<file path="src/rtl/square_ctrl_pkg.sv">
// rtl/square_ctrl_pkg.sv - scan codes, decoder states and key bit indices for the square controller
package square_ctrl_pkg;

  localparam logic [7:0] SC_EXT   = 8'hE0;
  localparam logic [7:0] SC_BRK   = 8'hF0;
  localparam logic [7:0] SC_UP    = 8'h75;
  localparam logic [7:0] SC_LEFT  = 8'h6B;
  localparam logic [7:0] SC_DOWN  = 8'h72;
  localparam logic [7:0] SC_RIGHT = 8'h74;

  typedef enum logic [1:0] {IDLE, EXT, BRK, EXT_BRK} dec_state_t;

  // key_state is {up,left,down,right}
  localparam int KEY_RIGHT = 0;
  localparam int KEY_DOWN  = 1;
  localparam int KEY_LEFT  = 2;
  localparam int KEY_UP    = 3;

  function automatic logic [3:0] arrow_mask(input logic [7:0] sc);
    logic [3:0] m;
    m = 4'b0000;
    case (sc)
      SC_RIGHT: m[KEY_RIGHT] = 1'b1;
      SC_DOWN:  m[KEY_DOWN]  = 1'b1;
      SC_LEFT:  m[KEY_LEFT]  = 1'b1;
      SC_UP:    m[KEY_UP]    = 1'b1;
      default:  m = 4'b0000;
    endcase
    return m;
  endfunction

endpackage

</file>
<file path="src/rtl/ps2_rx.sv">
// rtl/ps2_rx.sv - PS/2 frame receiver: synchroniser, falling-edge sampler, parity/stop check, idle timeout
module ps2_rx #(
  parameter int TIMEOUT_CYC = 28375
) (
  input  logic       clk,
  input  logic       rst,
  input  logic       ps2_clk,
  input  logic       ps2_dat,
  output logic [7:0] code,
  output logic       code_valid,
  output logic       rx_error
);

  localparam int TW = $clog2(TIMEOUT_CYC + 1);

  // clk_sync: [0]=stage1, [1]=stage2, [2]=previous stage2
  logic [2:0]    clk_sync_q, clk_sync_d;
  logic [1:0]    dat_sync_q, dat_sync_d;
  logic          busy_q, busy_d;
  logic [3:0]    bit_cnt_q, bit_cnt_d;
  logic [8:0]    shift_q, shift_d;
  logic [TW-1:0] timer_q, timer_d;
  logic [7:0]    code_q, code_d;
  logic          code_valid_q, code_valid_d;
  logic          rx_error_q, rx_error_d;
  logic          fall;
  logic          dat_bit;

  always_comb begin
    clk_sync_d   = {clk_sync_q[1:0], ps2_clk};
    dat_sync_d   = {dat_sync_q[0], ps2_dat};
    fall         = (clk_sync_q[2:1] == 2'b10);
    dat_bit      = dat_sync_q[1];
    busy_d       = busy_q;
    bit_cnt_d    = bit_cnt_q;
    shift_d      = shift_q;
    timer_d      = timer_q;
    code_d       = code_q;
    code_valid_d = 1'b0;
    rx_error_d   = 1'b0;

    if (!busy_q) begin
      if (fall && !dat_bit) begin
        busy_d    = 1'b1;
        bit_cnt_d = 4'd1;
        timer_d   = '0;
      end
    end else if (fall) begin
      timer_d = '0;
      if (bit_cnt_q == 4'd10) begin
        busy_d    = 1'b0;
        bit_cnt_d = 4'd0;
        // shift_q holds data[7:0] plus parity in bit 8; odd parity means odd XOR
        if ((^shift_q) && dat_bit) begin
          code_d       = shift_q[7:0];
          code_valid_d = 1'b1;
        end else begin
          rx_error_d = 1'b1;
        end
      end else begin
        shift_d   = {dat_bit, shift_q[8:1]};
        bit_cnt_d = bit_cnt_q + 4'd1;
      end
    end else if (timer_q == TW'(TIMEOUT_CYC - 1)) begin
      busy_d    = 1'b0;
      bit_cnt_d = 4'd0;
    end else begin
      timer_d = timer_q + 1'b1;
    end
  end

  always_ff @(posedge clk or posedge rst) begin
    if (rst) begin
      clk_sync_q   <= 3'b111;
      dat_sync_q   <= 2'b11;
      busy_q       <= 1'b0;
      bit_cnt_q    <= 4'd0;
      shift_q      <= '0;
      timer_q      <= '0;
      code_q       <= 8'h00;
      code_valid_q <= 1'b0;
      rx_error_q   <= 1'b0;
    end else begin
      clk_sync_q   <= clk_sync_d;
      dat_sync_q   <= dat_sync_d;
      busy_q       <= busy_d;
      bit_cnt_q    <= bit_cnt_d;
      shift_q      <= shift_d;
      timer_q      <= timer_d;
      code_q       <= code_d;
      code_valid_q <= code_valid_d;
      rx_error_q   <= rx_error_d;
    end
  end

  assign code       = code_q;
  assign code_valid = code_valid_q;
  assign rx_error   = rx_error_q;

endmodule

</file>
<file path="src/rtl/square_motion_ctrl.sv">
// rtl/square_motion_ctrl.sv - arrow-key decoder and per-frame clamped motion of the VGA test square
module square_motion_ctrl
  import square_ctrl_pkg::*;
#(
  parameter int H_PIXELS    = 640,
  parameter int V_PIXELS    = 480,
  parameter int SQUARE_SIZE = 10,
  parameter int INIT_X      = 320,
  parameter int INIT_Y      = 240,
  parameter int STEP        = 2,
  parameter int TIMEOUT_CYC = 28375
) (
  input  logic       clk,
  input  logic       reset,
  input  logic       ps2_clk,
  input  logic       ps2_dat,
  input  logic       frame_tick,
  output logic [9:0] sq_pos_x,
  output logic [9:0] sq_pos_y,
  output logic [3:0] key_state,
  output logic       code_valid,
  output logic [7:0] code,
  output logic       rx_error
);

  localparam logic signed [10:0] X_MIN  = 11'(SQUARE_SIZE);
  localparam logic signed [10:0] X_MAX  = 11'(H_PIXELS - 1 - SQUARE_SIZE);
  localparam logic signed [10:0] Y_MIN  = 11'(SQUARE_SIZE);
  localparam logic signed [10:0] Y_MAX  = 11'(V_PIXELS - 1 - SQUARE_SIZE);
  localparam logic signed [10:0] STEP_S = 11'(STEP);

  dec_state_t state_q, state_d;
  logic [3:0] key_q, key_d;
  logic [9:0] x_q, x_d;
  logic [9:0] y_q, y_d;
  logic [3:0] arrow;

  ps2_rx #(.TIMEOUT_CYC(TIMEOUT_CYC)) u_ps2_rx (
    .clk        (clk),
    .rst        (reset),
    .ps2_clk    (ps2_clk),
    .ps2_dat    (ps2_dat),
    .code       (code),
    .code_valid (code_valid),
    .rx_error   (rx_error)
  );

  function automatic logic [9:0] step_axis(input logic [9:0] pos, input logic inc, input logic dec,
                                           input logic signed [10:0] lo, input logic signed [10:0] hi);
    logic signed [10:0] p;
    p = $signed({1'b0, pos});
    if (inc && !dec)      p = p + STEP_S;
    else if (dec && !inc) p = p - STEP_S;
    if (p < lo)      p = lo;
    else if (p > hi) p = hi;
    return p[9:0];
  endfunction

  always_comb begin
    state_d = state_q;
    key_d   = key_q;
    arrow   = arrow_mask(code);
    if (code_valid) begin
      case (state_q)
        IDLE: begin
          if (code == SC_EXT)      state_d = EXT;
          else if (code == SC_BRK) state_d = BRK;
        end
        EXT: begin
          if (code == SC_BRK) begin
            state_d = EXT_BRK;
          end else begin
            key_d   = key_q | arrow;
            state_d = IDLE;
          end
        end
        EXT_BRK: begin
          key_d   = key_q & ~arrow;
          state_d = IDLE;
        end
        BRK:     state_d = IDLE;
        default: state_d = IDLE;
      endcase
    end
  end

  // Motion reads key_q, so a key change landing with frame_tick takes effect next frame
  always_comb begin
    x_d = x_q;
    y_d = y_q;
    if (frame_tick) begin
      x_d = step_axis(x_q, key_q[KEY_RIGHT], key_q[KEY_LEFT], X_MIN, X_MAX);
      y_d = step_axis(y_q, key_q[KEY_DOWN], key_q[KEY_UP], Y_MIN, Y_MAX);
    end
  end

  always_ff @(posedge clk or posedge reset) begin
    if (reset) begin
      state_q <= IDLE;
      key_q   <= 4'b0000;
      x_q     <= 10'(INIT_X);
      y_q     <= 10'(INIT_Y);
    end else begin
      state_q <= state_d;
      key_q   <= key_d;
      x_q     <= x_d;
      y_q     <= y_d;
    end
  end

  assign sq_pos_x  = x_q;
  assign sq_pos_y  = y_q;
  assign key_state = key_q;

endmodule

</file>
<file path="config.mk">
export PLATFORM = sky130hd
export DESIGN_NAME = square_motion_ctrl
export DESIGN_NICKNAME = d
export VERILOG_FILES = /design/src/rtl/square_ctrl_pkg.sv /design/src/rtl/ps2_rx.sv /design/src/rtl/square_motion_ctrl.sv
export SDC_FILE = /design/constraint.sdc
export NUM_CORES = 1
export LEC_CHECK = 0
export ABC_CLOCK_PERIOD_IN_PS = 3900
export BUFFER_PORTS_ARGS = -buffer_cell sky130_fd_sc_hd__buf_2
export CAP_MARGIN = 20
export CORE_MARGIN = 2
export CORE_UTILIZATION = 65
export DETAILED_ROUTE_END_ITERATION = 7
export PLACE_DENSITY = 0.9
export SETUP_SLACK_MARGIN = 0.4
export SLEW_MARGIN = 10
export SYNTH_ARGS = -nofsm -noshare
export SYNTH_HDL_FRONTEND = slang
export SYNTH_HIERARCHICAL = 1
export SYNTH_SLANG_ARGS = --single-unit
</file>
<file path="constraint.sdc">
create_clock -name clk -period 3.9 [get_ports clk]
set_input_delay 0.78 -clock clk [delete_from_list [all_inputs] [get_ports clk]]
set_output_delay 0.78 -clock clk [all_outputs]
set_load 0.03 [all_outputs]
</file>
**Word level (Yosys, flattened, before mapping)**

Cells that the tools add are included.

- Add/sub/neg operators: 6
- Magnitude comparators: 4
- Equal/unequal tests: 16
- Multiplexer cells: 42
- Bitwise logic cells: 4
- Reductions and logical operators: 22

Operator list:

| operator | count |
|---|---|
| $mux 11 | 6 |
| $mux 15 | 4 |
| $mux 10 | 4 |
| $eq 8x7->1 const B | 4 |
| $mux 4 | 6 |
| $add 10x2->11 const B | 2 |
| $lt 11x5->1 const B | 2 |
| $sub 10x2->11 const B | 2 |
| $mux 1 | 17 |
| $eq 8x8->1 const B | 2 |
| $add 15x1->15 const B | 1 |
| $eq 15x15->1 const B | 1 |
| $gt 11x10->1 const B | 1 |
| $gt 11x11->1 const B | 1 |
| $ne 3x3->1 const B | 3 |
| $reduce_xor 9->1 | 1 |
| $pmux 4 s2 | 1 |
| $eq 2x2->1 const B | 3 |
| $logic_and 1x1->1 | 6 |
| $mux 2 | 3 |
| $pmux 2 s3 | 1 |
| $reduce_and 2->1 | 3 |
| $reduce_and 3->1 | 2 |
| $logic_not 1->1 | 5 |
| 12 further kinds | 13 |

- Register bits: 70
- Input port bits: 5
- Output and inout port bits: 34
- Logic and storage cells: 107

**Logic depth before layout (Yosys ltp)**

- Depth in word-level cells: 8
- Gate-level depth with buffers: 9
- Depth with buffers taken out: 9

**Cells and area by module**

Netlist, hierarchy kept.

By module, submodules not included:

| module | instances | cells each | area each (sq um) | sequential area each (sq um) |
|---|---|---|---|---|
| square_motion_ctrl | 1 | 270 | 2317.2 | 658.1 |
| ps2_rx | 1 | 181 | 2135.8 | 1107.3 |

**Worst setup path before layout**

No wires, ideal clock.

- Path type: flip-flop to flip-flop
- From: register x_q[1], in the netlist sq_pos_x[1]
- To: register x_q[1], in the netlist sq_pos_x[1]
- Library setup time: 0.144 ns
- Data arrival time: 2.500 ns
- Required time: 3.756 ns
- Path slack: 1.256 ns
- Cell stages (with the launch flop): 10
- Path buffers: 0
- Clock period less this slack: 2.644 ns
- Cell sequence: dfrtp_1 -> inv_1 -> ha_1 -> or3b_2 -> or3_4 -> a21boi_4 -> o31a_1 -> a211oi_1 -> a211o_1 -> a32oi_1

- Word-level cells in the longest chain between the ends: 7
- Elaborated cells between the ends (all ways): 9
- Those cells by class: add/sub (2); order compare (2); mux (5)

RTL lines:

| what | line | RTL |
|---|---|---|
| start, declared | square_motion_ctrl.sv:34 | `logic [9:0] x_q, x_d;` |
| start signal, assigned | square_motion_ctrl.sv:101 | `x_q <= 10'(INIT_X);` |
| $sub 10x2->11 | square_motion_ctrl.sv:53 | `else if (dec && !inc) p = p - STEP_S;` |
| $mux 11 | square_motion_ctrl.sv:53 |  |
| $mux 11 * | square_motion_ctrl.sv:52 | `if (inc && !dec) p = p + STEP_S;` |
| $mux 11 * | square_motion_ctrl.sv:91 | `if (frame_tick) begin` |
| $gt 11x11->1 | square_motion_ctrl.sv:55 | `else if (p > hi) p = hi;` |
| $mux 10 | square_motion_ctrl.sv:55 |  |
| $mux 10 * | square_motion_ctrl.sv:54 | `if (p < lo) p = lo;` |

Mark *: on every way between the ends. The rest lies on a longest branch, timed or not. The select of a mux whose other input is x is not followed.
A chain may end at the register's enable or synchronous reset.

**Final worst setup path**

Same ends and word-level chain as after synthesis.

==> metrics <==
IO buf count 38; final weighted congestion in routability-driven placement slightly above 0.9; standard cell area after detailed placement 0.00467 mm^2; portion of the clock cycle consumed by the worst path in the final layout 0.688; sum of negative setup slack 0 ns; Setup Viol. Count Final 0; largest incremental delay on the critical path roughly 0.47 ns; H-tree depth 3; critical path class register to register; die boundary width 86.8 um; synthesized netlist cell count 451; reg-to-reg critical path startpoint sq_pos_x[1]$_DFFE_PP0P_; worst-margin pin slew just over 0.8 ns; final instance area 0.00490 mm^2; CTS resizes 0; CTS root buf sky130_fd_sc_hd__clkbuf_8; antenna cell count 0; Post-Route Utilization 0.729; setup repair after global routing missed its margin no; count of flip-flops with a built-in enable after synthesis 0; number of global-route vias before repair about 3600; antenna viol nets, final 0; CTS Buf Count 9; post-synthesis cell type with the largest combined area sky130_fd_sc_hd__dfrtp_1; detailed-router iteration count before antenna repair 5; clock transition at the registers of the reported paths 0.08 ns; required time at the endpoint of the critical path 4.10 ns; ratio of routed vias to standard cells 6.63; net count after synthesis 464; number of buffers added to fix hold violations after cts 0; HPWL Detailed 7090 um; Crit path arrival time 2.88 ns; count of endpoints failing hold in the final timing report 0; floorplan row count 30; post-route DRC violation count 0; MaxCap Viol Count 0; worst hold-check path type register to register; Final Critical Period 2.68 ns; run status complete, no violations; CP max stage cell sky130_fd_sc_hd__or3b_2; Reg-to-Reg End sq_pos_x[1]$_DFFE_PP0P_; Synth Flop Type sky130_fd_sc_hd__dfrtp_1; clock tree from TritonCTS built; share of post-route cells with drive strength above 1 0.237; number of vias in the routed layout 3778; proportion of synthesized flip-flops having asynchronous set or reset 1.00; pin count of the biggest net entering global routing 30; mean area per synthesized cell roughly 9.9 um^2; wire length of the first global-routing pass 16700 um; total count of max-transition violations in the final report 0; Hold WS 0.359 ns; cells taking the most area after synthesis sky130_fd_sc_hd__dfrtp_1, sky130_fd_sc_hd__dfstp_2, sky130_fd_sc_hd__mux2_2; sum of overflow across all layers after global routing 0; Layout area overhead 10.0%; 1st-iter DRT viols between 200 and 300; static leakage 0.00215 uW; core area 0.00672 mm^2; fraction of synthesized cell area taken by the top area cell type 0.332; worst reg-to-reg path cell count 9; number of cells traversed by the worst hold path 0; endpoint of the worst hold-timing path u_ps2_rx/dat_sync_q[1]$_DFF_PP1_; critical-path maximum fanout 8; flops & latches, synth 70; Final #Nets 498; cells along the critical path inv_1 > ha_1 > or3b_2 > or3_4 > a21boi_4 > o31a_1 > a211oi_1 > a211o_1 > a32oi_1; areal power density over the cells 443 mW/mm^2; gr usage total 0.279; Die Ht 86.8 um; Max Clock Skew 0.00976 ns; Seq/Total Area, Yosys 0.396; source of the worst hold timing path u_ps2_rx/dat_sync_q[0]$_DFF_PP1_; Total Die Area 0.00753 mm^2; insertion delay to the later sink of the worst-skew pair about 0.35 ns; endpoint class of the critical path register; register-to-register setup slack 1.22 ns; fmax 372 MHz; clock sinks 70; number of antenna violations at the first check in global routing 0; count of filler cells inserted in the layout 472; Total Wirelength 10100 um; combined area of all synthesized cells about 0.0045 mm^2; total I/O pin count 39; DR WL/cell 17.7 um; worst max-slew margin expressed relative to the limit 0.444; effective utilization at floorplan 0.663; worst supply voltage drop on vdd 0.424 mV; Max clock buf depth 2; critical path launch point type register; Unique masters post-synth 86; post-CTS setup buffer count 0; count of warnings emitted by yosys 6
power by group:
part	total, uW	leakage, uW	internal [uW]	switching (uW)
Sequential	975	0.000897	830	145
Combinational	589	0.00115	281	308
Clock	607	0.000106	305	302
Total	2170	0.00215	1420	756
cell usage after synthesis, types with 5 or more instances:
master                      n
sky130_fd_sc_hd__or3_1      5
sky130_fd_sc_hd__clkbuf_1   7
sky130_fd_sc_hd__buf_2      6
sky130_fd_sc_hd__a21oi_1   22
sky130_fd_sc_hd__nand4b_1   6
sky130_fd_sc_hd__nand2b_1   7
sky130_fd_sc_hd__a22o_1     8
sky130_fd_sc_hd__inv_1     24
sky130_fd_sc_hd__nand2_1   32
sky130_fd_sc_hd__nor3_1    12
sky130_fd_sc_hd__o21ai_0   15
sky130_fd_sc_hd__dfrtp_1   59
sky130_fd_sc_hd__nand4_1    9
sky130_fd_sc_hd__xnor2_1   15
sky130_fd_sc_hd__dfstp_2   11
sky130_fd_sc_hd__nand3b_1   6
sky130_fd_sc_hd__nor2_1    21
sky130_fd_sc_hd__nor4_1     9
sky130_fd_sc_hd__o31ai_1    6
sky130_fd_sc_hd__nand3_1   18
sky130_fd_sc_hd__mux2_2    16
sky130_fd_sc_hd__o21a_1     5
sky130_fd_sc_hd__ha_1       8
sky130_fd_sc_hd__or4_1     10
registers in the layout, summed over array words and instances (netlist names), 2 cells and up, named ones only:
| register | flops |
|---|---|
| u_ps2_rx/bit_cnt_q | 4 |
| sq_pos_x | 10 |
| u_ps2_rx/clk_sync_q | 3 |
| u_ps2_rx/timer_q | 15 |
| u_ps2_rx/dat_sync_q | 2 |
| state_q | 2 |
| u_ps2_rx/shift_q | 9 |
| u_ps2_rx/code | 8 |
| sq_pos_y | 10 |
metal layers:
layer	track usage	part of all wire	vias to the layer above
met4	0.105	0.014	0
met3	0.0571	0.053	18
li1	-	-	1776
met2	0.471	0.50	127
met5	0	0	-
met1	0.355	0.43	1857
stage by stage:
stage	setup slack, ns	power, uW	std cells
2_1_floorplan	1.26	1420	451
3_3_place_gp	1.31	1520	553
3_5_place_dp	1.25	1550	553
4_1_cts	1.24	2170	569
5_1_grt	1.03	2290	570
6_report	1.22	2170	570
critical path, delay by kind of cell, from the launching register on:
| kind | cells | cell delay, ns |
|---|---|---|
| DFF | 1 | 0.46 |
| and+or+nand+nor | 2 | 0.82 |
| buffers and inverters | 1 | 0.15 |
| AOI/OAI and AO/OA | 5 | 0.93 |
| adders and majority gates | 1 | 0.17 |
final cells by class:
type	count	area, um^2	area share
clock buffer	9	124	0.0253
multi-input combinational	340	2510	0.513
clock inverter	7	81.3	0.0166
inverter	24	90.1	0.0184
tap	80	100	0.0204
sequential	70	1770	0.360
timing repair buffer	40	225	0.0460
worst max path at each step:
stage	slack (ns)	to	from	depth (start not counted)
floorplan	1.26	sq_pos_x[1]$_DFFE_PP0P_	sq_pos_x[1]$_DFFE_PP0P_	9
global placement	1.31	sq_pos_x[1]$_DFFE_PP0P_	sq_pos_x[1]$_DFFE_PP0P_	9
detailed placement	1.25	sq_pos_x[1]$_DFFE_PP0P_	sq_pos_x[1]$_DFFE_PP0P_	9
CTS	1.24	sq_pos_x[1]$_DFFE_PP0P_	sq_pos_x[1]$_DFFE_PP0P_	9
global route	1.03	sq_pos_y[3]$_DFFE_PP0P_	register	7
finish	1.22	sq_pos_x[1]$_DFFE_PP0P_	sq_pos_x[1]$_DFFE_PP0P_	9
placed cells by master (no fill, tap or decap), types with 11 or more instances in the layout:
cell,instances
sky130_fd_sc_hd__dfrtp_1,59
sky130_fd_sc_hd__buf_2,38
sky130_fd_sc_hd__nand2_1,32
sky130_fd_sc_hd__inv_1,24
sky130_fd_sc_hd__a21oi_1,22
sky130_fd_sc_hd__nor2_1,21
sky130_fd_sc_hd__nand3_1,18
sky130_fd_sc_hd__mux2_2,16
sky130_fd_sc_hd__o21ai_0,15
sky130_fd_sc_hd__xnor2_1,15
sky130_fd_sc_hd__nor3_1,12
sky130_fd_sc_hd__dfstp_2,11
kinds of logic after synthesis:
| group | synth area share |
|---|---|
| AO/OA/AOI/OAI | 0.187 |
| multiplexers | 0.0548 |
| flip-flops | 0.396 |
| adder cells (fa/ha/maj) | 0.0225 |
| buffers and inverters | 0.0393 |
| XOR/XNOR | 0.0511 |
| AND/OR/NAND/NOR | 0.249 |
(Power assumes the default switching activity.)
